`config.mk`:
```
export PLATFORM = sky130hd
export DESIGN_NAME = rom_arbiter
export DESIGN_NICKNAME = d
export VERILOG_FILES = /design/src/rtl/rom_arb_pkg.sv /design/src/rtl/rom_arb_resp_slot.sv /design/src/rtl/rom_arbiter.sv
export SDC_FILE = /design/constraint.sdc
export NUM_CORES = 1
export LEC_CHECK = 0
export ABC_AREA = 1
export BUFFER_PORTS_ARGS = -buffer_cell sky130_fd_sc_hd__buf_2
export CAP_MARGIN = 20
export CORE_ASPECT_RATIO = 1.4
export CORE_MARGIN = 3
export CORE_UTILIZATION = 46
export CTS_BUF_LIST = sky130_fd_sc_hd__clkbuf_4 sky130_fd_sc_hd__clkbuf_8 sky130_fd_sc_hd__clkbuf_16
export DETAILED_ROUTE_END_ITERATION = 10
export PLACE_DENSITY = 0.88
export SYNTH_ARGS = -nofsm -noshare
export SYNTH_HDL_FRONTEND = slang
export SYNTH_HIERARCHICAL = 1
export SYNTH_SLANG_ARGS = --single-unit
```
`constraint.sdc`:
```
create_clock -name clk -period 4 [get_ports clk]
set_input_delay 0.2 -clock clk [delete_from_list [all_inputs] [get_ports clk]]
set_output_delay 0.2 -clock clk [all_outputs]
set_load 0.005 [all_outputs]
```
`src/rtl/rom_arb_pkg.sv`:
```
// ============================================================================
//  Module      : rom_arb_pkg
//  Description : Shared constants and the access-check helper for the
//                ROM arbiter (and any future memory arbiter).
//  Revision    : 1.0 - initial release
// ============================================================================
`default_nettype none

package rom_arb_pkg;

   localparam int PORT_FETCH         = 0;
   localparam int PORT_LOAD          = 1;
   localparam int NUM_PORTS          = 2;
   localparam int DEFAULT_ADDR_WIDTH = 12;

   // A word access is bad if it is not 4-byte aligned or lies above the
   // top byte of a 2**aw word memory.
   function automatic logic addr_err(input logic [31:0] addr, input int aw);
      logic misaligned;
      logic out_of_range;
      misaligned   = (addr[1:0] != 2'b00);
      out_of_range = ((addr >> (aw + 2)) != 32'd0);
      return misaligned | out_of_range;
   endfunction

endpackage : rom_arb_pkg

`default_nettype wire

```
`src/rtl/rom_arb_resp_slot.sv`:
```
// ============================================================================
//  Module      : rom_arb_resp_slot
//  Description : One-entry response register with valid/ready handshake and
//                a load strobe; a load wins over a same-cycle consume.
//  Revision    : 1.0 - initial release
// ============================================================================
`default_nettype none

module rom_arb_resp_slot (
   input  logic        clk,
   input  logic        rst,
   input  logic        load_i,
   input  logic [31:0] data_i,
   input  logic        err_i,
   input  logic        ready_i,
   output logic        valid_o,
   output logic [31:0] data_o,
   output logic        err_o
);

   logic        valid_q, valid_d;
   logic [31:0] data_q,  data_d;
   logic        err_q,   err_d;

   always_ff @(posedge clk) begin
      if (rst) begin
         valid_q <= 1'b0;
         data_q  <= 32'd0;
         err_q   <= 1'b0;
      end else begin
         valid_q <= valid_d;
         data_q  <= data_d;
         err_q   <= err_d;
      end
   end

   always_comb begin
      valid_d = valid_q;
      data_d  = data_q;
      err_d   = err_q;
      if (load_i) begin
         valid_d = 1'b1;
         data_d  = data_i;
         err_d   = err_i;
      end else if (valid_q && ready_i) begin
         valid_d = 1'b0;
      end
   end

   assign valid_o = valid_q;
   assign data_o  = data_q;
   assign err_o   = err_q;

endmodule : rom_arb_resp_slot

`default_nettype wire

```
`src/rtl/rom_arbiter.sv`:
```
// ============================================================================
//  Module      : rom_arbiter
//  Description : Round-robin arbiter sharing one combinational instruction ROM
//                between the fetch unit (port 0) and the load unit (port 1).
//  Revision    : 1.0 - initial release
// ============================================================================
`default_nettype none

module rom_arbiter
   import rom_arb_pkg::*;
#(
   parameter int ADDR_WIDTH = DEFAULT_ADDR_WIDTH
) (
   input  logic        clk,
   input  logic        rst,

   input  logic        p0_req_valid,
   input  logic [31:0] p0_req_addr,
   output logic        p0_req_ready,
   output logic        p0_resp_valid,
   output logic [31:0] p0_resp_data,
   output logic        p0_resp_err,
   input  logic        p0_resp_ready,

   input  logic        p1_req_valid,
   input  logic [31:0] p1_req_addr,
   output logic        p1_req_ready,
   output logic        p1_resp_valid,
   output logic [31:0] p1_resp_data,
   output logic        p1_resp_err,
   input  logic        p1_resp_ready,

   output logic [31:0] rom_addr,
   input  logic [31:0] rom_data
);

   logic [NUM_PORTS-1:0] w_req_valid;
   logic [NUM_PORTS-1:0] w_resp_ready;
   logic [NUM_PORTS-1:0] w_resp_valid;
   logic [NUM_PORTS-1:0] w_resp_err;
   logic [NUM_PORTS-1:0] w_elig;
   logic [NUM_PORTS-1:0] w_grant;
   logic [31:0]          w_req_addr  [NUM_PORTS];
   logic [31:0]          w_resp_data [NUM_PORTS];
   logic [31:0]          w_rom_addr;
   logic [31:0]          w_load_data;
   logic                 w_load_err;

   // Records the most recently granted port; reset favours fetch next.
   logic last_grant_q, last_grant_d;

   assign w_req_valid[PORT_FETCH]  = p0_req_valid;
   assign w_req_valid[PORT_LOAD]   = p1_req_valid;
   assign w_resp_ready[PORT_FETCH] = p0_resp_ready;
   assign w_resp_ready[PORT_LOAD]  = p1_resp_ready;
   assign w_req_addr[PORT_FETCH]   = p0_req_addr;
   assign w_req_addr[PORT_LOAD]    = p1_req_addr;

   always_comb begin
      for (int i = 0; i < NUM_PORTS; i++) begin
         w_elig[i] = w_req_valid[i] & (~w_resp_valid[i] | w_resp_ready[i]) & ~rst;
      end
   end

   always_comb begin
      w_grant = '0;
      if (&w_elig) begin
         if (last_grant_q == 1'(PORT_LOAD)) begin
            w_grant[PORT_FETCH] = 1'b1;
         end else begin
            w_grant[PORT_LOAD] = 1'b1;
         end
      end else begin
         w_grant = w_elig;
      end
   end

   always_comb begin
      last_grant_d = last_grant_q;
      if (w_grant[PORT_FETCH]) begin
         last_grant_d = 1'(PORT_FETCH);
      end else if (w_grant[PORT_LOAD]) begin
         last_grant_d = 1'(PORT_LOAD);
      end
   end

   always_ff @(posedge clk) begin
      if (rst) begin
         last_grant_q <= 1'(PORT_LOAD);
      end else begin
         last_grant_q <= last_grant_d;
      end
   end

   always_comb begin
      w_rom_addr = 32'd0;
      if (w_grant[PORT_FETCH]) begin
         w_rom_addr = w_req_addr[PORT_FETCH];
      end else if (w_grant[PORT_LOAD]) begin
         w_rom_addr = w_req_addr[PORT_LOAD];
      end
   end

   assign w_load_err  = addr_err(w_rom_addr, ADDR_WIDTH);
   assign w_load_data = w_load_err ? 32'd0 : rom_data;

   generate
      for (genvar i = 0; i < NUM_PORTS; i++) begin : g_slot
         rom_arb_resp_slot u_slot (
            .clk     (clk),
            .rst     (rst),
            .load_i  (w_grant[i]),
            .data_i  (w_load_data),
            .err_i   (w_load_err),
            .ready_i (w_resp_ready[i]),
            .valid_o (w_resp_valid[i]),
            .data_o  (w_resp_data[i]),
            .err_o   (w_resp_err[i])
         );
      end
   endgenerate

   assign rom_addr      = w_rom_addr;
   assign p0_req_ready  = w_grant[PORT_FETCH];
   assign p1_req_ready  = w_grant[PORT_LOAD];
   assign p0_resp_valid = w_resp_valid[PORT_FETCH];
   assign p1_resp_valid = w_resp_valid[PORT_LOAD];
   assign p0_resp_data  = w_resp_data[PORT_FETCH];
   assign p1_resp_data  = w_resp_data[PORT_LOAD];
   assign p0_resp_err   = w_resp_err[PORT_FETCH];
   assign p1_resp_err   = w_resp_err[PORT_LOAD];

endmodule : rom_arbiter

`default_nettype wire

```
# Word level (Yosys, flattened, before mapping)
# Cells that the tools add are included.
# word_totals
ff_bits	69
latchBits	0
ramBits	0
rom_bits	0
input_bits	102
output_inout_bits	102
wordCells	37
mem_count	0
# classes
add_sub_neg	0
mul	0
n_div	0
n_lt_le_gt_ge	0
eq_ne	0
shift	0
n_mux	12
n_bitwise	10
n_reduce_logical	8
# ops
cell	n
2-to-1 mux 32 bit	3
nonzero test 32 bit	1
2-to-1 mux 1 bit	8
nonzero test 2 bit	4
bitwise AND 1 bit	4
inverter 1 bit	3
bitwise OR 1 bit	3
logical AND 1 bit	2
2-to-1 mux 2 bit	1
AND reduction 2 bit	1

# Longest topological paths before layout
# depth
depth_word	11
ltp_mapped	14
ltp_nobuf	12

# Modules after synthesis
# Netlist, hierarchy kept.
# modules_own_cells
module	n_inst	cells_per_inst	area_per_inst_um2	seq_area_each_um2
rom_arb_resp_slot	2	147	1181.1	680.7
rom_arbiter	1	195	933.4	20.0

# Worst setup path after synthesis
# Ideal clock, no wire load.
# synth_timing
path_kind	reg2reg
start	register g_slot[0].u_slot.valid_q
end	register g_slot[0].u_slot.data_q[10]
setup_ns	0.116
arrival_ns	1.779
required_time_ns	3.884
setup_slack_ns	2.106
path_stages_with_launch	12
path_buffers	3
synth_period_minus_slack_ns	1.894
path_cell_list	dfxtp_1 > inv_1 > nor2_1 > nor2_1 > buf_2 > nand2_1 > inv_1 > clkbuf_1 > inv_2 > buf_4 > nor2_1 > nor2_1
# synth_via
word_cells_on_any_way	12
cone_classes	mux: 4; bitwise: 5; reduce/logical: 3
# synth_lines
element	line	rtl
from (decl)	rom_arb_resp_slot.sv:21	logic valid_q, valid_d;
from (signal assigned)	rom_arb_resp_slot.sv:31	valid_q <= valid_d;
inverter 1 bit (*)	rom_arbiter.sv:61	w_elig[i] = w_req_valid[i] & (~w_resp_valid[i] | w_resp_ready[i]) & ~rst;
bitwise OR 1 bit (*)	rom_arbiter.sv:61	
bitwise AND 1 bit (*) (2 in series)	rom_arbiter.sv:61	
AND reduction 2 bit	rom_arbiter.sv:67	if (&w_elig) begin
2-to-1 mux 2 bit (*)	rom_arbiter.sv:67	
net p0_req_ready	rom_arbiter.sv:19	output logic p0_req_ready,
2-to-1 mux 32 bit	rom_arbiter.sv:97	if (w_grant[PORT_FETCH]) begin
nonzero test 32 bit / nonzero test 2 bit (equally long branches)	rom_arb_pkg.sv:22, rom_arb_pkg.sv:21	
bitwise OR 1 bit	rom_arb_pkg.sv:23	return misaligned | out_of_range;
2-to-1 mux 32 bit	rom_arbiter.sv:105	assign w_load_data = w_load_err ? 32'd0 : rom_data;
to (signal assigned)	rom_arb_resp_slot.sv:32	data_q <= data_d;
to (decl)	rom_arb_resp_slot.sv:22	logic [31:0] data_q, data_d;
# Mark *: on every way through the listed nets, which the timed path passes. The rest lies on a longest branch.
# A chain may end at the register's enable or synchronous reset.

# Final worst setup path
# layout_timing
start	register g_slot[1].u_slot.valid_q
end	output rom_addr[13]
# layout_via
elab_chain_cells	8
# layout_lines
element	line	rtl
from (decl)	rom_arb_resp_slot.sv:21	
from (signal assigned)	rom_arb_resp_slot.sv:31	
inverter 1 bit (*)	rom_arbiter.sv:61	
bitwise OR 1 bit (*)	rom_arbiter.sv:61	
bitwise AND 1 bit (*) (2 in series)	rom_arbiter.sv:61	
AND reduction 2 bit	rom_arbiter.sv:67	
2-to-1 mux 2 bit (*)	rom_arbiter.sv:67	
2-to-1 mux 32 bit	rom_arbiter.sv:99	end else if (w_grant[PORT_LOAD]) begin
2-to-1 mux 32 bit (*)	rom_arbiter.sv:97	
to (decl)	rom_arbiter.sv:33	output logic [31:0] rom_addr,
# Every way passes the cells marked *; elsewhere a longest branch is shown, timed or not.

==> results.toml <==
[status]
outcome = "completed"

[logic_synthesis]
syn-cell-area_sq_um = 3296
synth_edf_count = 0
synth_cell_type_count = 21
yosysWarningCount = 6
avgSynthCellArea_sq_um = 6.740
async_flop_share_pct = 0
synth_flop_cell = "dfxtp_1"
ys_seq_area_share_pct = 41.91
postSynthCellCount = 489
synth.net_count = 591
synth_seq_cells = 69

[timing]
totalNegativeSetupSlack_ns = 0
finalClockSkew_ns = 0.009617
hold_viol = 0
fin_crit_sh_pct = 74.04
worst_slew_pin_slew_ns = 0.9631
setup_viol = 0
finalCriticalPeriod_ns = 2.962
slew_viol_final = 0
slew_headroom_pct = 35.72
max_freq_ghz = 0.3376
grt_setup_unrepaired = "no"
setup_ws_ns = 1.038

[setup_path]
cp-start-kind = "register"
critical-path-slowest-cell = "inv_1"
worst-setup-path-type = "reg -> out"
path_buf_inv = 3
cpPeakStageDelay_ns = 0.69
crit_fanout = 32
cpMostUsedCell = "nand2_1"
cpLargestDelayFamily = "buffers and inverters"
cp.required_ns = 3.80
worstPathArrival_ns = 2.76
crit_path_end_kind = "output pin"
worstPathCellList = "nand2_1 > nand3_1 > nand2_1 > inv_1 > buf_4 > a22o_1 > buf_2"

[final_layout]
fin_nets = 779
diodes = 0
area_delta_synth_final_pct = 34.85
nFillCells = 594
layout-drive-gt1-share_pct = 33.87

[global_route]
grt_pass1_vias = 3607
grt_util_all_layers_pct = 27.01
grt_pass1_wl_um = 17640
antenna_found_initial = 1
overflow = 0
grt_max_degree = 35

[drt]
vias = 3891
drc = 0
avgRoutedWirePerCell_um = 14.82
routed_wl_um = 11470
drtIter0Drc = 236
viasPerCell = 5.027
drtAntennaViolNets = 0
drt_pass1_iterations = 5

[placement]
dp_hpwl_um = 8418
gpl.final_weighted_congestion = 0.8004
port_buffers = 203
dpl_worst_slack_ns = 1.085

[clocking]
cts_tree = "built"
clockBufferDepth = 2
root_buffer = "clkbuf_8"
cts_resized = 0
cts.sinks = 69
hold_buffers = 0
cts_setup_buffers = 0
clk_pin_slew_ns = 0.07
worst_skew_pair.late_latency_ns = 0.34
cts_buffers = 9
h-tree-depth = 3

[job]
maxCapViolCount = 0

[power_and_ir_drop]
leakagePower_nw = 2.698
p_per_area_nw_per_um2 = 377.9
vdd_drop_max_mv = 0.2402

[die]
row_count = 35
fp.dieW_um = 77.54
die_area_sq_um = 8230
core_area_sq_um = 6788
die_height_um = 106.2
io_pins = 204
start_util_pct = 48.55

[worst_hold_path]
holdCritPathClass = "in -> reg"
layout make-up:
class                      instances  area, sq um  area share, %
sequential                        69         1381          31.08
timing repair buffer             206         1039          23.37
tap                               92        115.1          2.590
multi-input combinational        334         1481          33.33
inverter                          57        214.0          4.814
clock buffer                      11        138.9          3.125
clock inverter                     5        75.07          1.689
through the flow:
stage               instances  total power, W  hold slack, ns  area [sq um]  util, %
floorplan                 489       0.0009255          0.2691          3296        -
global placement          758        0.001069          0.4514          4230    62.32
detailed placement        758        0.001075          0.4616          4230    62.32
CTS                       774        0.001690         0.08923          4444    65.47
global route              774        0.001754          0.1190          4444    65.47
finish                    774        0.001679          0.1121          4444    65.47
cell families (layout without fill, tap and decap cells):
| family | count (synthesis) | count (layout) | synth area share, % |
|---|---|---|---|
| AO/OA/AOI/OAI | 86 | 86 | 14.50 |
| buffers and inverters | 86 | 279 | 13.14 |
| flip-flops | 69 | 69 | 41.91 |
| AND/OR/NAND/NOR | 248 | 248 | 30.45 |
routing by layer:
layer | global-route usage [%] | vias to the layer above | wire [um]
met5 | 0 | - | 14
met4 | 9.415 | 2 | 280
met3 | 11.44 | 22 | 1262
met2 | 47.28 | 218 | 5720
met1 | 28.83 | 1739 | 4194
li1 | - | 1910 | -
cell usage after synthesis, types with 3 or more instances:
| master | instances | area (sq um) |
|---|---|---|
| a22o_1 | 12 | 105.1 |
| buf_2 | 4 | 20.02 |
| buf_6 | 9 | 101.4 |
| clkbuf_2 | 6 | 30.03 |
| clkbuf_4 | 6 | 45.04 |
| dfxtp_1 | 69 | 1381 |
| inv_1 | 54 | 202.7 |
| inv_2 | 3 | 11.26 |
| nand2_1 | 28 | 105.1 |
| nand3_1 | 36 | 180.2 |
| nor2_1 | 178 | 668.1 |
| o21ai_0 | 68 | 340.3 |
| o21ai_1 | 3 | 15.01 |
layout by cell type (no fill, tap or decap), drive strengths merged:
cell type and instances:
dfxtp 69, o211ai 1, nand2 29, a22o 12, clkinv 3, clkbuf 11
buf 206, o21ai 71, nor2 181, a21oi 2, inv 57, nand3 38
bufinv 2
final timing paths:
path	from	end	slack, ns	cells after the start
worst max-delay path	g_slot[1].u_slot/valid_o	rom_addr[13]	1.04	7
worst max register to register	g_slot[1].u_slot/valid_o	g_slot[1].u_slot/data_o[25]	1.07	11
worst min register to register	g_slot[1].u_slot/data_o[12]	g_slot[1].u_slot/data_o[12]	0.49	2
worst min-delay path	rst	g_slot[0].u_slot/valid_o	0.11	2
where the power goes:
part / switching (W) / internal, W
clock network: 0.000255 / 0.000362
logic: 0.000175 / 0.000131
registers: 0.0000236 / 0.000732
total: 0.000454 / 0.00123
flip-flops by register name (all words and copies together) (netlist names):
register,cells
g_slot.u_slot/valid_o,2
g_slot.u_slot/err_o,2
g_slot.u_slot/data_o,64
last_grant_q,1
Power figures use the tool's default switching activity.
